===== src/rtl/itof_pipe.sv =====
// Three-stage pipelined integer to IEEE-754 binary32 converter with a valid/ready handshake.
// Stages: magnitude extraction, leading-one normalisation, round and pack.
module itof_pipe #(
  parameter int IN_W  = 32,
  parameter int TAG_W = 4
) (
  input  logic             clk,
  input  logic             rst_n,
  input  logic             in_valid,
  output logic             in_ready,
  input  logic [IN_W-1:0]  in_data,
  input  logic             in_signed,
  input  logic [1:0]       in_rm,
  input  logic [TAG_W-1:0] in_tag,
  output logic             out_valid,
  input  logic             out_ready,
  output logic [31:0]      out_data,
  output logic             out_inexact,
  output logic [TAG_W-1:0] out_tag
);

  localparam int PW = (IN_W > 2) ? $clog2(IN_W) : 1;

  logic             w_adv;
  logic             w_sign1;
  logic [IN_W-1:0]  w_mag1;

  logic             r_v1;
  logic             r_sign1;
  logic [IN_W-1:0]  r_mag1;
  logic [1:0]       r_rm1;
  logic [TAG_W-1:0] r_tag1;

  logic [PW-1:0]    w_p2;
  logic [PW-1:0]    w_shift2;
  logic [IN_W-2:0]  w_frac2;

  logic             r_v2;
  logic             r_sign2;
  logic [PW-1:0]    r_p2;
  logic [IN_W-2:0]  r_frac2;
  logic             r_zero2;
  logic [1:0]       r_rm2;
  logic [TAG_W-1:0] r_tag2;

  logic [IN_W+23:0] w_ext3;
  logic [22:0]      w_mant3;
  logic             w_g3;
  logic             w_s3;
  logic             w_up3;
  logic [23:0]      w_sum3;
  logic [7:0]       w_exp3;
  logic [31:0]      w_res3;

  logic             r_out_valid;
  logic [31:0]      r_out_data;
  logic             r_out_inexact;
  logic [TAG_W-1:0] r_out_tag;

  // A single global advance: the whole pipe freezes while a result waits.
  assign w_adv    = !r_out_valid | out_ready;
  assign in_ready = w_adv;

  assign w_sign1 = in_signed & in_data[IN_W-1];
  assign w_mag1  = w_sign1 ? -in_data : in_data;

  always_comb begin
    w_p2 = '0;
    for (int i = 0; i < IN_W; i++) begin
      if (r_mag1[i]) w_p2 = PW'(i);
    end
  end

  // The leading one itself is implicit, so only the bits below it are kept.
  assign w_shift2 = PW'(IN_W - 1) - w_p2;
  assign w_frac2  = (IN_W-1)'(r_mag1 << w_shift2);

  assign w_ext3  = {r_frac2, 25'b0};
  assign w_mant3 = w_ext3[IN_W+23 -: 23];
  assign w_g3    = w_ext3[IN_W];
  assign w_s3    = |w_ext3[IN_W-1:0];

  always_comb begin
    w_up3 = 1'b0;
    case (r_rm2)
      2'b00:   w_up3 = w_g3 & (w_s3 | w_mant3[0]);
      2'b01:   w_up3 = 1'b0;
      2'b10:   w_up3 = !r_sign2 & (w_g3 | w_s3);
      default: w_up3 = r_sign2 & (w_g3 | w_s3);
    endcase
  end

  // A mantissa carry-out leaves the fraction all-zero and bumps the exponent.
  assign w_sum3 = {1'b0, w_mant3} + {23'b0, w_up3};
  assign w_exp3 = 8'd127 + {{(8-PW){1'b0}}, r_p2} + {7'b0, w_sum3[23]};
  assign w_res3 = r_zero2 ? 32'h0 : {r_sign2, w_exp3, w_sum3[22:0]};

  always_ff @(posedge clk or negedge rst_n) begin
    if (!rst_n) begin
      r_v1          <= 1'b0;
      r_sign1       <= 1'b0;
      r_mag1        <= '0;
      r_rm1         <= '0;
      r_tag1        <= '0;
      r_v2          <= 1'b0;
      r_sign2       <= 1'b0;
      r_p2          <= '0;
      r_frac2       <= '0;
      r_zero2       <= 1'b0;
      r_rm2         <= '0;
      r_tag2        <= '0;
      r_out_valid   <= 1'b0;
      r_out_data    <= '0;
      r_out_inexact <= 1'b0;
      r_out_tag     <= '0;
    end else if (w_adv) begin
      r_v1          <= in_valid;
      r_sign1       <= w_sign1;
      r_mag1        <= w_mag1;
      r_rm1         <= in_rm;
      r_tag1        <= in_tag;
      r_v2          <= r_v1;
      r_sign2       <= r_sign1;
      r_p2          <= w_p2;
      r_frac2       <= w_frac2;
      r_zero2       <= (r_mag1 == '0);
      r_rm2         <= r_rm1;
      r_tag2        <= r_tag1;
      r_out_valid   <= r_v2;
      r_out_data    <= w_res3;
      r_out_inexact <= !r_zero2 & (w_g3 | w_s3);
      r_out_tag     <= r_tag2;
    end
  end

  assign out_valid   = r_out_valid;
  assign out_data    = r_out_data;
  assign out_inexact = r_out_inexact;
  assign out_tag     = r_out_tag;

endmodule


===== config.mk =====
export PLATFORM = sky130hd
export DESIGN_NAME = itof_pipe
export DESIGN_NICKNAME = d
export VERILOG_FILES = /design/src/rtl/itof_pipe.sv
export SDC_FILE = /design/constraint.sdc
export NUM_CORES = 1
export LEC_CHECK = 0
export BUFFER_PORTS_ARGS = -buffer_cell sky130_fd_sc_hd__buf_4
export CORE_MARGIN = 3
export CORE_UTILIZATION = 59
export DETAILED_ROUTE_END_ITERATION = 10
export PLACE_DENSITY = 0.82
export SLEW_MARGIN = 20
export SYNTH_ARGS = -nofsm -noshare
export SYNTH_HDL_FRONTEND = slang
export SYNTH_SLANG_ARGS = --single-unit
export TNS_END_PERCENT = 30

===== constraint.sdc =====
create_clock -name clk -period 3.65 [get_ports clk]
set_clock_uncertainty 0.2 [all_clocks]
set_input_delay 0.73 -clock clk [delete_from_list [all_inputs] [get_ports clk]]
set_output_delay 0.73 -clock clk [all_outputs]
set_load 0.01 [all_outputs]

==> flow_metrics.py, run 1 <==
metrics = {
    "status": {
        "outcome": "complete, no violations",
    },
    "die": {
        "die_h_um": 117.3,
        "initial_core_util_pct": 60.58,
        "die-area_mm2": 0.01376,
        "io_pins": 82,
        "num_rows": 40,
        "die_w_um": 117.3,
        "core-area_mm2": 0.01206,
    },
    "synthesis": {
        "syn-num-nets": 884,
        "synth_area_leaders": "dfrtp_1 (42%), nand2_1 (8.6%), mux2i_1 (6.4%)",
        "yosysUniqueCellTypes": 63,
        "yosys_warnings": 0,
        "syn-mean-instance-area_um2": 8.740,
        "netlist_instances": 836,
        "netlist_area_mm2": 0.007307,
        "synth-edff-count": 0,
        "synth-seq-cells": 123,
        "synthArstFlopShare_pct": 100.0,
        "synth-main-ff-cell": "dfrtp_1",
        "netlist.area_leader.share_pct": 42.12,
        "ys_seq_area_share_pct": 42.12,
        "synth.largest_area_cell": "dfrtp_1",
    },
    "clock_tree": {
        "clock_path_buffers": 2,
        "cts_htree_levels": 4,
        "post_cts_buffers": 0,
        "cts.sinks": 123,
        "ctsHoldBuffers": 0,
        "cts_buffers": 17,
        "clk_pin_slew_worst_paths_ns": 0.06,
        "cts_tree": "done",
        "clk_latency_ns": 0.42,
        "cts_resized": 0,
        "clk_root_buffer_cell": "clkbuf_16",
    },
    "critical_path": {
        "cp.required_ns": 3.81,
        "crit_fanout": 20,
        "criticalPathCategory": "flop to flop",
        "start_kind": "flop",
        "worst-r2r-setup-slack_ns": 0.29,
        "crit_path_end_kind": "flop",
        "arrival_ns": 3.52,
    },
    "route": {
        "drc": 0,
        "m1WireLength_um": 8200,
        "met2RoutedLength_um": 9673,
        "first_pass_iters": 5,
        "dr_total_vias": 6485,
        "wl_met3_um": 793,
        "postRouteAntennaNets": 0,
        "wl_per_cell_um": 17.65,
        "finalWirelength_um": 19190,
        "top_layer_used": "met4",
        "vias_per_cell": 5.966,
        "drt_iter0_drc": 473,
    },
    "sta": {
        "timing_hold_violations_final": 0,
        "fin_tns_setup_ns": 0,
        "fin_crit_sh_pct": 91.97,
        "fmax_ghz": 0.2979,
        "rsz0062_at_grt": "false",
        "slew_violations": 0,
        "finalSetupViolations": 0,
        "period_needed_ns": 3.357,
        "slew_headroom_pct": 57.67,
        "setup_slack_ns": 0.2931,
        "max_slew.worst_pin.slew_ns": 0.6334,
    },
    "grt": {
        "grt_pass1_vias": 5964,
        "antenna_found_initial": 0,
        "grt_overflow": 0,
        "grt_pass1_wl_um": 30500,
        "grt_max_degree": 167,
        "track_usage_pct": 28.80,
    },
    "flow_run": {
        "cap_violations": 0,
    },
    "placement": {
        "place_area_mm2": 0.008129,
        "routabilityCongestion": 0.9530,
        "dp_hpwl_um": 13650,
        "place_ws_ns": 0.3722,
        "placed_cells_incl_taps": 1056,
        "port_buffers": 81,
    },
    "cells_and_area": {
        "final_cell_area_mm2": 0.008740,
        "layout-drive-gt1-share_pct": 17.08,
        "final_core_util_pct": 72.46,
        "layout.nets": 955,
        "diodes": 0,
        "instances_no_fill": 1087,
        "syn2layout_area_growth_pct": 19.61,
        "fill_cells": 917,
    },
    "hold_path": {
        "hp-class": "input pin to async pin",
    },
    "power_and_ir_drop": {
        "power.density_mw_per_mm2": 813.9,
        "peakVddDrop_mv": 0.3431,
        "power_leakage_nw": 3.863,
    },
}
==> cells by family (layout without fill, tap and decap cells) <==
group | after synthesis | count (layout) | synth area share [%]
adder cells (fa/ha/maj) | 5 | 5 | 0.8562
flip-flops | 123 | 123 | 42.12
AO/OA/AOI/OAI | 192 | 192 | 16.83
AND/OR/NAND/NOR | 326 | 326 | 19.55
buffers and inverters | 70 | 153 | 3.972
multiplexers | 66 | 66 | 10.19
XOR/XNOR | 54 | 54 | 6.473
==> worst max-delay path, cell delays in order, from the launching register on <==
cell and delay (ns):
dfrtp_1 0.47, nor2_1 0.09, o311a_1 0.32, o21ai_1 0.25
a311o_2 0.36, buf_4 0.31, nand2_1 0.12, o211ai_2 0.41
a21oi_1 0.16, a2111oi_0 0.45, a211o_1 0.15
==> per-layer routing <==
metal  up-vias  global-route usage, %
met3        36                  4.679
li1       3118                      -
met2       196                  49.43
met5         -                      0
met4         0                  10.63
met1      3135                  36.64
==> final cells by class <==
type                       instances  area (um2)  share of cell area, %
multi-input combinational        643        3963                  45.34
clock inverter                    10       140.1                  1.603
clock buffer                      21       470.5                  5.383
tap                              168       210.2                  2.405
sequential                       123        3078                  35.22
timing repair buffer             102       803.3                  9.191
inverter                          20       75.07                 0.8590
==> per-stage QoR <==
stage               hold slack, ns  power [W]
finish                     0.07435   0.007113
global placement            0.2405   0.005264
CTS                        0.08237   0.007124
floorplan                   0.2300   0.004266
global route                0.1061   0.007555
detailed placement          0.2478   0.005354
==> synth_stat cells, drive strengths merged, types with 6 or more instances <==
master / number
a211oi: 13
a21oi: 34
and2: 8
buf: 13
clkbuf: 37
dfrtp: 123
inv: 20
mux2: 14
mux2i: 47
nand2: 168
nand2b: 7
nand3: 19
nand4: 6
nor2: 62
nor3: 22
nor4: 14
o211ai: 7
o21ai: 75
o31ai: 13
xnor2: 27
xor2: 27
==> layout by cell type (no fill, tap or decap), types with 4 or more instances in the layout <==
| master | synthesis | routed |
|---|---|---|
| xor2_1 | 27 | 27 |
| mux4_2 | 5 | 5 |
| nor4_1 | 14 | 14 |
| a21oi_1 | 33 | 33 |
| o31ai_1 | 13 | 13 |
| a22o_1 | 4 | 4 |
| or3_1 | 4 | 4 |
| o211ai_1 | 6 | 6 |
| o21ai_0 | 74 | 73 |
| or4_1 | 4 | 4 |
| buf_4 | 0 | 99 |
| nor3_1 | 22 | 22 |
| a221o_1 | 5 | 5 |
| mux2i_1 | 47 | 47 |
| nand4_1 | 6 | 6 |
| ha_1 | 5 | 5 |
| clkbuf_16 | 0 | 17 |
| inv_1 | 20 | 20 |
| nand3_1 | 19 | 19 |
| dfrtp_1 | 123 | 123 |
| a31oi_1 | 4 | 4 |
| and2_1 | 8 | 8 |
| xnor2_1 | 27 | 27 |
| nand2b_1 | 7 | 7 |
| mux2_2 | 13 | 13 |
| a211oi_1 | 13 | 13 |
| nand2_1 | 168 | 168 |
| nor2_1 | 62 | 62 |
==> flip-flops by register name (all words and copies together) (netlist names), 2 cells and up <==
name / count
out_data: 32
r_mag1: 32
r_frac2: 31
r_p2: 5
out_tag: 4
r_tag1: 4
r_tag2: 4
r_rm1: 2
r_rm2: 2
==> final timing paths <==
kind                                            start                      end  depth (start not counted)
min in group clk                     r_v2$_DFFE_PN0P_         r_v2$_DFFE_PN0P_                          2
worst min register to register       r_v2$_DFFE_PN0P_         r_v2$_DFFE_PN0P_                          2
worst min-delay path                            rst_n  out_data[8]$_DFFE_PN0P_                          1
max in group asynchronous                       rst_n   r_mag1[29]$_DFFE_PN0P_                          2
worst max register to register  r_mag1[3]$_DFFE_PN0P_  r_frac2[26]$_DFFE_PN0P_                         10
worst max-delay path            r_mag1[3]$_DFFE_PN0P_  r_frac2[26]$_DFFE_PN0P_                         10
==> power breakdown <==
group | switching, W | internal (W) | total (W)
Sequential | 0.000505 | 0.00189 | 0.00240
Combinational | 0.00166 | 0.00133 | 0.00298
Clock | 0.000610 | 0.00112 | 0.00173
Total | 0.00277 | 0.00434 | 0.00711
Power figures use the tool's default switching activity.
==> run 2: changes to the inputs <==
--- a/config.mk
+++ b/config.mk
@@ -7,9 +7,9 @@
 export LEC_CHECK = 0
 export BUFFER_PORTS_ARGS = -buffer_cell sky130_fd_sc_hd__buf_4
 export CORE_MARGIN = 3
-export CORE_UTILIZATION = 59
+export CORE_UTILIZATION = 64
 export DETAILED_ROUTE_END_ITERATION = 10
-export PLACE_DENSITY = 0.82
+export PLACE_DENSITY = 0.88
 export SLEW_MARGIN = 20
 export SYNTH_ARGS = -nofsm -noshare
 export SYNTH_HDL_FRONTEND = slang
==> constraint.sdc (replaced) <==
create_clock -name clk -period 3.9 [get_ports clk]
set_clock_uncertainty 0.2 [all_clocks]
set_input_delay 0.78 -clock clk [delete_from_list [all_inputs] [get_ports clk]]
set_output_delay 0.78 -clock clk [all_outputs]
set_load 0.01 [all_outputs]
==> run 2 against run 1 <==
Against the previous run:
- core utilization is 7.0 points higher
- global-route usage is 2.9 points higher
- register-to-register slack better by 0.07 ns
==> flow_metrics.py, run 2 (synthesis gave the netlist of run 1 again) <==
metrics = {
    "status": {
        "outcome": "complete, no violations",
    },
    "grt": {
        "grt_max_degree": 167,
        "grt_overflow": 0,
        "grt_pass1_wl_um": 32280,
        "track_usage_pct": 31.72,
        "antenna_found_initial": 0,
        "grt_pass1_vias": 6401,
    },
    "sta": {
        "slew_violations": 0,
        "max_slew.worst_pin.slew_ns": 0.8778,
        "period_needed_ns": 3.534,
        "fin_tns_setup_ns": 0,
        "timing_hold_violations_final": 0,
        "slew_headroom_pct": 41.48,
        "fin_crit_sh_pct": 90.61,
        "finalSetupViolations": 0,
        "fmax_ghz": 0.2830,
        "rsz0062_at_grt": "false",
    },
    "die": {
        "io_pins": 82,
        "die_w_um": 112.9,
        "core-area_mm2": 0.01098,
        "die_h_um": 112.9,
        "die-area_mm2": 0.01274,
        "num_rows": 38,
        "initial_core_util_pct": 66.53,
    },
    "clock_tree": {
        "cts_htree_levels": 4,
        "post_cts_buffers": 0,
        "clock_path_buffers": 2,
        "clk_root_buffer_cell": "clkbuf_16",
        "clk_pin_slew_worst_paths_ns": 0.06,
        "cts_resized": 0,
        "cts_buffers": 17,
        "clk_latency_ns": 0.42,
        "ctsHoldBuffers": 0,
        "cts_tree": "done",
        "cts.sinks": 123,
    },
    "power_and_ir_drop": {
        "power_switching_w": 0.002645,
        "pwr-share-clk_pct": 26.9,
        "switching_share_pct": 38.40,
        "p_int_w": 0.004243,
        "power.density_mw_per_mm2": 789.7,
        "peakVddDrop_mv": 0.5612,
        "power_w": 0.006888,
        "power_frac_seq_pct": 33.1,
        "pwr-share-comb_pct": 40.0,
        "power_leakage_nw": 3.857,
    },
    "critical_path": {
        "crit_path_end_kind": "flop",
        "cp_cell_sequence": "or3_1 > a221o_1 > a21oi_2 > o221ai_4 > buf_4 > mux2i_1 > mux2i_1 > nor2_1 > a2111oi_0 > a221o_1",
        "arrival_ns": 3.69,
        "cp_num_cells": 10,
        "crit_family": "compound AO/OA/AOI/OAI gates",
        "crit_end": "r_frac2[18]$_DFFE_PN0P_",
        "cpMaxStageDelayCell": "a2111oi_0",
        "r2r-start": "r_mag1[16]$_DFFE_PN0P_",
        "crit_path_max_incr_delay_ns": 0.57,
        "r2r_cells": 10,
        "regToRegEndpoint": "r_frac2[18]$_DFFE_PN0P_",
        "cp.required_ns": 4.05,
        "cp_num_buf_inv": 1,
        "crit_fanout": 20,
        "worst-r2r-setup-slack_ns": 0.37,
        "start_kind": "flop",
        "criticalPathCategory": "flop to flop",
        "crit_path_start": "r_mag1[16]$_DFFE_PN0P_",
    },
    "route": {
        "first_pass_iters": 5,
        "postRouteAntennaNets": 0,
        "vias_per_cell": 6.347,
        "wl_per_cell_um": 19.02,
        "finalWirelength_um": 20030,
        "drc": 0,
        "dr_total_vias": 6683,
        "drt_iter0_drc": 548,
    },
    "hold_path": {
        "hp-class": "flop to flop",
    },
    "placement": {
        "place_area_mm2": 0.008029,
        "port_buffers": 81,
        "dp_hpwl_um": 13610,
        "routabilityCongestion": 0.9572,
    },
    "cells_and_area": {
        "syn2layout_area_growth_pct": 19.37,
        "final_cell_mix": "nand2_1 (168), dfrtp_1 (123), buf_4 (93)",
        "final_core_util_pct": 79.41,
        "layout-drive-gt1-share_pct": 16.65,
        "diodes": 0,
        "final_common_cell": "nand2_1",
        "fill_cells": 713,
        "final_cell_area_mm2": 0.008722,
        "layout.nets": 948,
    },
    "flow_run": {
        "cap_violations": 0,
    },
}
## run 2: cell types whose count changed in the layout (fill, tap and decap cells not counted), sizes merged
| cell | change |
|---|---|
| inv | +1 |
| bufinv | +4 |
| clkinv | -1 |
| buf | -7 |
| clkinvlp | +1 |
| clkbuf | -4 |
## run 2: through the flow
step | hold slack, ns | setup slack [ns] | cells
2_1_floorplan | 0.2300 | 0.7748 | 836
4_1_cts | 0.2608 | 0.4063 | 1053
3_3_place_gp | 0.2406 | 0.4480 | 1021
6_report | 0.2629 | 0.3661 | 1053
5_1_grt | 0.2852 | 0.1706 | 1053
3_5_place_dp | 0.2479 | 0.3016 | 1021
## run 2: area by class of cell
type	count	area, um2	area share (%)
multi-input combinational	643	3963	45.43
sequential	123	3078	35.29
clock buffer	17	425.4	4.877
inverter	20	75.07	0.8607
clock inverter	15	267.8	3.070
tap	140	175.2	2.008
timing repair buffer	95	738.2	8.464
## run 2: how the worst min path moves through the flow
stage | from | to | slack, ns | cells after the start
after global placement | r_v2$_DFFE_PN0P_ | r_v2$_DFFE_PN0P_ | 0.24 | 2
final | r_v2$_DFFE_PN0P_ | r_v2$_DFFE_PN0P_ | 0.26 | 2
after floorplan | r_v2$_DFFE_PN0P_ | r_v2$_DFFE_PN0P_ | 0.23 | 2
after CTS | r_v2$_DFFE_PN0P_ | r_v2$_DFFE_PN0P_ | 0.26 | 2
after global routing | r_v2$_DFFE_PN0P_ | out_valid$_DFFE_PN0P_ | 0.29 | 1
after detailed placement | r_v2$_DFFE_PN0P_ | r_v2$_DFFE_PN0P_ | 0.25 | 2
## run 2: power by group through the flow
stage / clock network (W) / registers [W] / logic (W)
after floorplan: 0 / 0.00219 / 0.00180
after global placement: 0 / 0.00224 / 0.00262
after detailed placement: 0 / 0.00227 / 0.00269
after CTS: 0.00185 / 0.00226 / 0.00274
after global routing: 0.00191 / 0.00233 / 0.00300
final: 0.00185 / 0.00228 / 0.00276
## run 2: per-layer routing
metal / part of all wire, % / global-route usage (%)
met1: 40 / 38.76
met2: 50 / 55.45
met3: 6.1 / 5.508
met4: 3.6 / 13.30
met5: 0 / 0
## run 2: worst register-to-register path, cell delays in order, from the launching register on
cell	delay [ns]
dfrtp_1	0.48
or3_1	0.42
a221o_1	0.29
a21oi_2	0.15
o221ai_4	0.33
buf_4	0.32
mux2i_1	0.15
mux2i_1	0.28
nor2_1	0.09
a2111oi_0	0.57
a221o_1	0.20
